===== config.mk =====
export PLATFORM = sky130hd
export DESIGN_NAME = inst_fetch
export DESIGN_NICKNAME = d
export VERILOG_FILES = /design/src/rtl/inst_fetch_pkg.sv /design/src/rtl/inst_fetch.sv
export SDC_FILE = /design/constraint.sdc
export NUM_CORES = 1
export LEC_CHECK = 0
export CAP_MARGIN = 20
export CORE_MARGIN = 5
export CORE_UTILIZATION = 35
export CTS_CLUSTER_SIZE = 28
export DETAILED_ROUTE_END_ITERATION = 8
export GPL_ROUTABILITY_DRIVEN = 1
export PLACE_DENSITY = 0.76
export SLEW_MARGIN = 10
export SYNTH_ARGS = -nofsm -noshare
export SYNTH_HDL_FRONTEND = slang
export SYNTH_SLANG_ARGS = --single-unit

===== constraint.sdc =====
create_clock -name clk -period 2 [get_ports clk]
set_input_delay 0.4 -clock clk [delete_from_list [all_inputs] [get_ports clk]]
set_output_delay 0.4 -clock clk [all_outputs]
set_load 0.005 [all_outputs]

===== src/rtl/inst_fetch_pkg.sv =====
// inst_fetch_pkg: shared fetch-stage state encodings and pipeline control constants.
// Revision 1.0
`default_nettype none

package inst_fetch_pkg;

   localparam logic [2:0] IfIdle    = 3'd0;
   localparam logic [2:0] IfReq     = 3'd1;
   localparam logic [2:0] IfWait    = 3'd2;
   localparam logic [2:0] IfDiscard = 3'd3;
   localparam logic [2:0] IfDone    = 3'd4;

   localparam logic        Stop       = 1'b1;
   localparam logic        NoStop     = 1'b0;
   localparam logic        ChipEnable = 1'b1;
   localparam logic [31:0] ZeroWord   = 32'h00000000;

endpackage

`default_nettype wire


===== src/rtl/inst_fetch.sv =====
// inst_fetch: single-outstanding instruction fetch over an SRAM-like req/addr_ok/data_ok bus.
// Revision 1.0
`default_nettype none

module inst_fetch
   import inst_fetch_pkg::*;
#(
   parameter logic [31:0] RESET_ADDR = ZeroWord,
   parameter logic [31:0] NOP_INST   = ZeroWord
) (
   input  logic        clk,
   input  logic        rst,
   input  logic [31:0] pc_i,
   input  logic        ce_i,
   input  logic        flush_i,
   input  logic [5:0]  stall_i,
   output logic        inst_req,
   output logic [31:0] inst_addr,
   input  logic        inst_addr_ok,
   input  logic [31:0] inst_rdata,
   input  logic        inst_data_ok,
   output logic        stallreq_o,
   output logic [31:0] if_pc_o,
   output logic [31:0] if_inst_o,
   output logic        if_valid_o
);

   logic [2:0]  state;
   logic [31:0] inst_buf;
   logic        drop;

   // Only the IF/ID hold bit matters to this stage.
   logic unused_stall;
   assign unused_stall = &{1'b0, stall_i[5:2], stall_i[0]};

   always_ff @(posedge clk or posedge rst) begin
      if (rst) begin
         state     <= IfIdle;
         inst_req  <= 1'b0;
         inst_addr <= RESET_ADDR;
         inst_buf  <= NOP_INST;
         drop      <= 1'b0;
      end else begin
         case (state)
            IfIdle: begin
               drop <= 1'b0;
               // pc_i is stale on a redirect cycle, so never issue then.
               if (ce_i == ChipEnable && !flush_i) begin
                  inst_req  <= 1'b1;
                  inst_addr <= pc_i;
                  state     <= IfReq;
               end
            end
            IfReq: begin
               if (inst_addr_ok) begin
                  inst_req <= 1'b0;
                  drop     <= 1'b0;
                  state    <= (drop || flush_i) ? IfDiscard : IfWait;
               end else if (flush_i) begin
                  drop <= 1'b1;
               end
            end
            IfWait: begin
               if (inst_data_ok) begin
                  if (flush_i) begin
                     state <= IfIdle;
                  end else begin
                     inst_buf <= inst_rdata;
                     state    <= IfDone;
                  end
               end else if (flush_i) begin
                  state <= IfDiscard;
               end
            end
            IfDiscard: begin
               if (inst_data_ok) begin
                  state <= IfIdle;
               end
            end
            IfDone: begin
               if (flush_i) begin
                  inst_buf <= NOP_INST;
                  state    <= IfIdle;
               end else if (!stall_i[1]) begin
                  state <= IfIdle;
               end
            end
            default: begin
               state    <= IfIdle;
               inst_req <= 1'b0;
            end
         endcase
      end
   end

   assign if_valid_o = (state == IfDone);
   assign if_inst_o  = if_valid_o ? inst_buf : NOP_INST;
   assign if_pc_o    = inst_addr;
   assign stallreq_o = (ce_i == ChipEnable && state != IfDone) ? Stop : NoStop;

endmodule

`default_nettype wire


# Word-level counts from Yosys, hierarchy flattened

Index checks and enable logic that the tools add are counted.

Latch bits: 0
Bits in registers: 69
RAM bits: 0
Memories: 0
Bits in read-only memories: 0

Bitwise operators: 1
Multiply operators: 0
Order comparisons: 0
Equal/unequal tests: 14
Shifts and indexed selects: 0
Div/mod/pow operators: 0
Reductions and logical operators: 13
Mux-type cells: 22
Add/sub/neg operators: 0

Operator list:

| kind               | number |
|---|---|
| $mux 32            | 4 |
| $pmux 32 s2        | 1 |
| $mux 3             | 8 |
| $pmux 3 s5         | 1 |
| $ne 2x2->1 const B | 6 |
| $ne 3x3->1 const B | 4 |
| $eq 3x2->1 const B | 2 |
| $mux 1             | 6 |
| $reduce_and 5->1   | 1 |
| $reduce_and 2->1   | 2 |
| $reduce_and 4->1   | 1 |
| $reduce_bool 2->1  | 2 |
| $eq 3x1->1 const B | 1 |
| $eq 3x3->1 const B | 1 |
| $logic_not 3->1    | 1 |
| $pmux 1 s3         | 1 |
| $reduce_and 3->1   | 1 |
| $reduce_or 3->1    | 1 |
| $logic_and 1x1->1  | 2 |
| $pmux 1 s2         | 1 |
| $logic_not 1->1    | 1 |
| $logic_or 1x1->1   | 1 |
| $not 1->1          | 1 |

# Logic depth before layout (Yosys ltp)

Depth after elaboration: 4
Mapped depth: 4
Depth with buffers taken out: 3

# Least setup slack after synthesis

Ideal clock, no wire load.

Kind: register to output
Start: register state[0]
End: output if_inst_o[22]
Data required time: 1.600 ns
Data arrival time: 1.233 ns
Path buffers: 1
Cell stages (with the launch flop): 4
Path slack: 0.367 ns
Cell sequence: dfrtp_1 -> nor3b_4 -> clkbuf_1 -> and2_1

Word-level cells in the longest chain between the ends: 2

Ends and longest elaborated chain:

| what                   | RTL line         | source |
|---|---|---|
| start, declared        | inst_fetch.sv:28 | `logic [2:0] state;` |
| start signal, assigned | inst_fetch.sv:38 | `state <= IfIdle;` |
| start signal, assigned | inst_fetch.sv:51 | `state <= IfReq;` |
| start signal, assigned | inst_fetch.sv:58 | `state <= (drop \|\| flush_i) ? IfDiscard : IfWait;` |
| $eq 3x3->1             | inst_fetch.sv:96 | `assign if_valid_o = (state == IfDone);` |
| via if_valid_o         | inst_fetch.sv:25 | `output logic if_valid_o` |
| $mux 32                | inst_fetch.sv:97 | `assign if_inst_o = if_valid_o ? inst_buf : NOP_INST;` |
| end, declared          | inst_fetch.sv:24 | `output logic [31:0] if_inst_o,` |

The timed path passes the listed nets, and every way through them passes these cells.

# Worst setup path after layout

Start: register state[0]
End: output if_inst_o[0]

Word-level cells in the longest chain between the ends: 2

Ends and longest elaborated chain:

| what       | RTL line |
|---|---|
| $eq 3x3->1 | inst_fetch.sv:96 |
| $mux 32    | inst_fetch.sv:97 |

Every way passes these cells.

==> results.md <==
Placement:
- The weighted congestion at the end of routability-driven global placement is around 0.81.
- The count of placed standard cells including taps is roughly 500.
- The detailed placer's ending HPWL is just under 6000 um.
- At the placement stage, the worst setup path has a slack of approximately 0.065 ns.
- The count of input and output buffers is around 170.

Yosys:
- The fraction of the mapped netlist area in adder cells is 0%.
- After Yosys synthesis, XOR and XNOR cells account for 0% of the synthesized area.
- The synthesized net count is between 300 and 400.
- Synthesis inferred 69 register bits.
- The count of cell types in the netlist is 29.
- The synthesized design contains 0 enable-type register cells.
- The area fraction of the dominant cell type after synthesis is a little over half.
- The Yosys step of the flow raised 0 warnings.
- The most used flip-flop cell after synthesis is sky130_fd_sc_hd__dfrtp_1.
- The synthesized netlist devotes about 10% of its cell area to simple gates.
- Multiplexer cells account for ~15% of the synthesized area.
- The register area share after synthesis is 53.2%.
- The main combinational cell family by area after synthesis is multiplexers.
- In the synthesized netlist the async set-or-reset flop fraction comes to between 90% and 100%.
- The average cell area after synthesis is around 14 um2.
- The mapped netlist covers between 3000 and 4000 um2.
- Summing the areas of all compound-gate instances in the mapped netlist gives 11.4% of the synthesized area.
- Counting every instance in the synthesized netlist gives between 200 and 250.
- By area the synthesized netlist is led by sky130_fd_sc_hd__dfrtp_1 53%, sky130_fd_sc_hd__mux2_4 13%, sky130_fd_sc_hd__a22o_1 8.6%.
- The cell type contributing the most total cell area after synthesis is sky130_fd_sc_hd__dfrtp_1.

Critical path:
- The largest fanout on the critical path is 3.
- The worst register-to-register path has a setup slack of roughly 0.37 ns.
- STA puts the critical path data required time at roughly 1.6 ns.
- The data arrival time of the critical path is 1.64 ns.
- The type of the setup path with the least slack is register to primary output.
- STA classifies the critical path endpoint as a primary output.
- The worst setup path is launched from a register.

Pwr:
- Power spread over the standard cell area amounts to between 1000 and 1500 nW/um2.
- Summed over all cells, the static leakage comes to about 2.5 nW.
- In this run switching power makes up 27.5% of total power.
- The relative contribution of sequential cells to total power is between 30% and 40%.
- The maximum VDD drop is roughly 0.43 mV.
- In this run the power spent charging and discharging nets is 0.00190 W.
- The cell-internal power is 0.00501 W.
- Power comes to just under 0.007 W.
- The relative contribution of the clock network to total power is 18.7%.
- The proportion of power drawn by combinational gates is roughly 44%.

Clock network:
- The clock-pin slew of the registers on the worst-case setup and hold paths is around 0.07 ns.
- The worst-case clock buffer depth is 2.
- The maximum level of the CTS H-tree is 3.
- For the worst-skew pair, the clock arrives at the later sink with an insertion delay of ~0.34 ns.
- CTS saw a little under 70 sinks.
- The number of buffers inserted during clock tree synthesis is 9.
- TritonCTS built the clock tree.
- The clock tree root driver cell is sky130_fd_sc_hd__clkbuf_8.
- The hold buffer count at CTS is 0.

STA:
- The count of final hold-check violations is 0.
- The final setup slack of the worst path is -0.0443 ns.
- For the finished layout, the period the worst path requires is 2.04 ns.
- The worst slack on hold paths is just under 0.5 ns.
- The number of max-slew violations in the final report is 0.
- For the pin with the worst max-slew slack, the measured transition is around 0.36 ns.
- Based on the critical path, the design can be clocked at up to 489 MHz.
- The number of endpoints failing setup at the final stage is 4.
- On the final layout, the worst clock skew is between 0.01 and 0.015 ns.
- In this run the tightest slew margin relative to its limit is 76.2%.
- The post-route clock period utilization is 102%.
- Setup repair after global routing could not meet its margin everywhere.

Floorplanning:
- The die is approximately 110 um wide.
- In this run the standard cell core region covers 9150 um2.
- The area of the die is roughly 11000 um2.
- 175 I/O pins were placed.
- After floorplanning, the core was divided into 35 placement rows.
- The die height is approximately 110 um.
- The initial cell density of the core is about 35%.

Routing:
- The via total after detailed routing is 2441.
- For this block, the routed nets add up to roughly 9000 um of wire.
- The detail route stage leaves a number of antenna-violating nets equal to 0.
- In this run, the number of DRC markers left after iteration 0 of detailed routing was 91.
- The post-route DRC violation count is 0.
- In the final routed layout, each cell accounts on average for around 17 um.
- The routed via count divided by cell count is 4.73.
- The first-pass iteration count of the detailed router is 4.

Cells and area:
- In the layout the commonest cells are 135 x sky130_fd_sc_hd__clkdlybuf4s50_1, 69 x sky130_fd_sc_hd__dfrtp_1, 32 x sky130_fd_sc_hd__a22o_1.
- The net count reported at finish is approximately 480.
- The number of antenna diodes is 0.
- The post-route netlist has between 30% and 40% of its cells at a drive strength greater than 1.
- The number of non-filler instances in the completed layout is approximately 520.
- The layout-stage area growth over the synthesis result is 64.6%.
- The most common library cell in the layout ignoring fill and taps is sky130_fd_sc_hd__clkdlybuf4s50_1.

GRT:
- For this run the aggregate overflow at the end of global routing stands at 0.
- The via count of the first global-routing pass is 2749.
- The wire length of the first global-routing pass is between 10000 and 15000 um.
- The largest net degree at the start of global routing is 70.
- The total track usage is 15.8%.
- The number of antenna violations at the first check in global routing came to 0.

Status:
- The flow ran to the end, but the final reports show violations.
- The final reports fail on setup timing.

Worst hold path:
- The min-delay analysis places its worst path in the category register to register.

Job:
- Max-cap violations in this run came to 0.
what timing repair did:
item	CTS	global route
pin swaps	9	5
endpoints found under the setup margin	34	33
setup buffers	13	2
resized for setup	162	20
cloned	4	0
stage by stage:
stage	utilization [%]	instance area [um2]	TNS (ns)
2_1_floorplan	-	3250	0
3_3_place_gp	53.5	4900	0
3_5_place_dp	53.5	4900	0
4_1_cts	58.3	5340	-1.56
5_1_grt	58.4	5340	-1.13
6_report	58.4	5340	-0.133
cells by family after synthesis:
kind of cell | Yosys count
DFF | 69
and+or+nand+nor | 48
buffers and inverters | 47
AOI/OAI and AO/OA | 42
muxes | 33
final cells by class:
type,instances,area [um2]
Fill cell,758,3810
Timing Repair Buffer,194,2000
Sequential cell,69,1730
Multi-Input combinational cell,123,1230
Clock buffer,11,151
Tap cell,111,139
Clock inverter,5,81.3
Inverter,3,15.0
worst max-delay path: stages (launching register included):
cell	delay (ns)
sky130_fd_sc_hd__dfrtp_1	0.42
sky130_fd_sc_hd__nor3b_4	0.24
sky130_fd_sc_hd__buf_6	0.14
sky130_fd_sc_hd__buf_12	0.10
sky130_fd_sc_hd__buf_16	0.10
sky130_fd_sc_hd__buf_12	0.10
sky130_fd_sc_hd__and2_4	0.12
sky130_fd_sc_hd__buf_6	0.08
worst paths after layout:
check | startpoint | end | cells after the start
worst max-delay path | state[0] | if_inst_o[0] | 7
worst min-delay path | inst_buf[28] | inst_buf[28] | 1
worst max register to register | state[1] | if_pc_o[13] | 5
worst min register to register | inst_buf[28] | inst_buf[28] | 1
max in group asynchronous | rst | state[2] | 3
min in group asynchronous | rst | if_pc_o[25] | 3
registers in the layout (all words and copies together) (netlist names):
register and cells:
inst_req 1, if_pc_o 32, state 3, drop 1, inst_buf 32
power groups by stage:
stage / logic (W) / registers, W / clock network, W
CTS: 0.00310 / 0.00255 / 0.00134
global placement: 0.00295 / 0.00251 / 0
detailed placement: 0.00302 / 0.00255 / 0
finish: 0.00305 / 0.00256 / 0.00129
global route: 0.00325 / 0.00267 / 0.00141
floorplan: 0.00165 / 0.00250 / 0
cell usage after synthesis, types with 2 or more instances:
| library cell | number |
|---|---|
| sky130_fd_sc_hd__dfrtp_1 | 69 |
| sky130_fd_sc_hd__a22o_1 | 32 |
| sky130_fd_sc_hd__and2_1 | 32 |
| sky130_fd_sc_hd__buf_4 | 32 |
| sky130_fd_sc_hd__mux2_4 | 29 |
| sky130_fd_sc_hd__buf_6 | 6 |
| sky130_fd_sc_hd__mux2_2 | 4 |
| sky130_fd_sc_hd__a21oi_1 | 3 |
| sky130_fd_sc_hd__buf_2 | 3 |
| sky130_fd_sc_hd__clkbuf_1 | 3 |
| sky130_fd_sc_hd__inv_1 | 3 |
| sky130_fd_sc_hd__a32o_1 | 2 |
| sky130_fd_sc_hd__nand2b_1 | 2 |
| sky130_fd_sc_hd__nand3b_1 | 2 |
| sky130_fd_sc_hd__nor2_1 | 2 |
| sky130_fd_sc_hd__nor2_2 | 2 |
metal layers:
| metal | wire length, um | GRT usage (%) | part of all wire [%] |
|---|---|---|---|
| met5 | 0 | 0 | 0 |
| met4 | 128 | 3.98 | 1.5 |
| met3 | 786 | 5.59 | 9.0 |
| met2 | 4130 | 26.8 | 47 |
| met1 | 3710 | 19.1 | 42 |
Note: power is estimated with default switching activity, not from simulation.
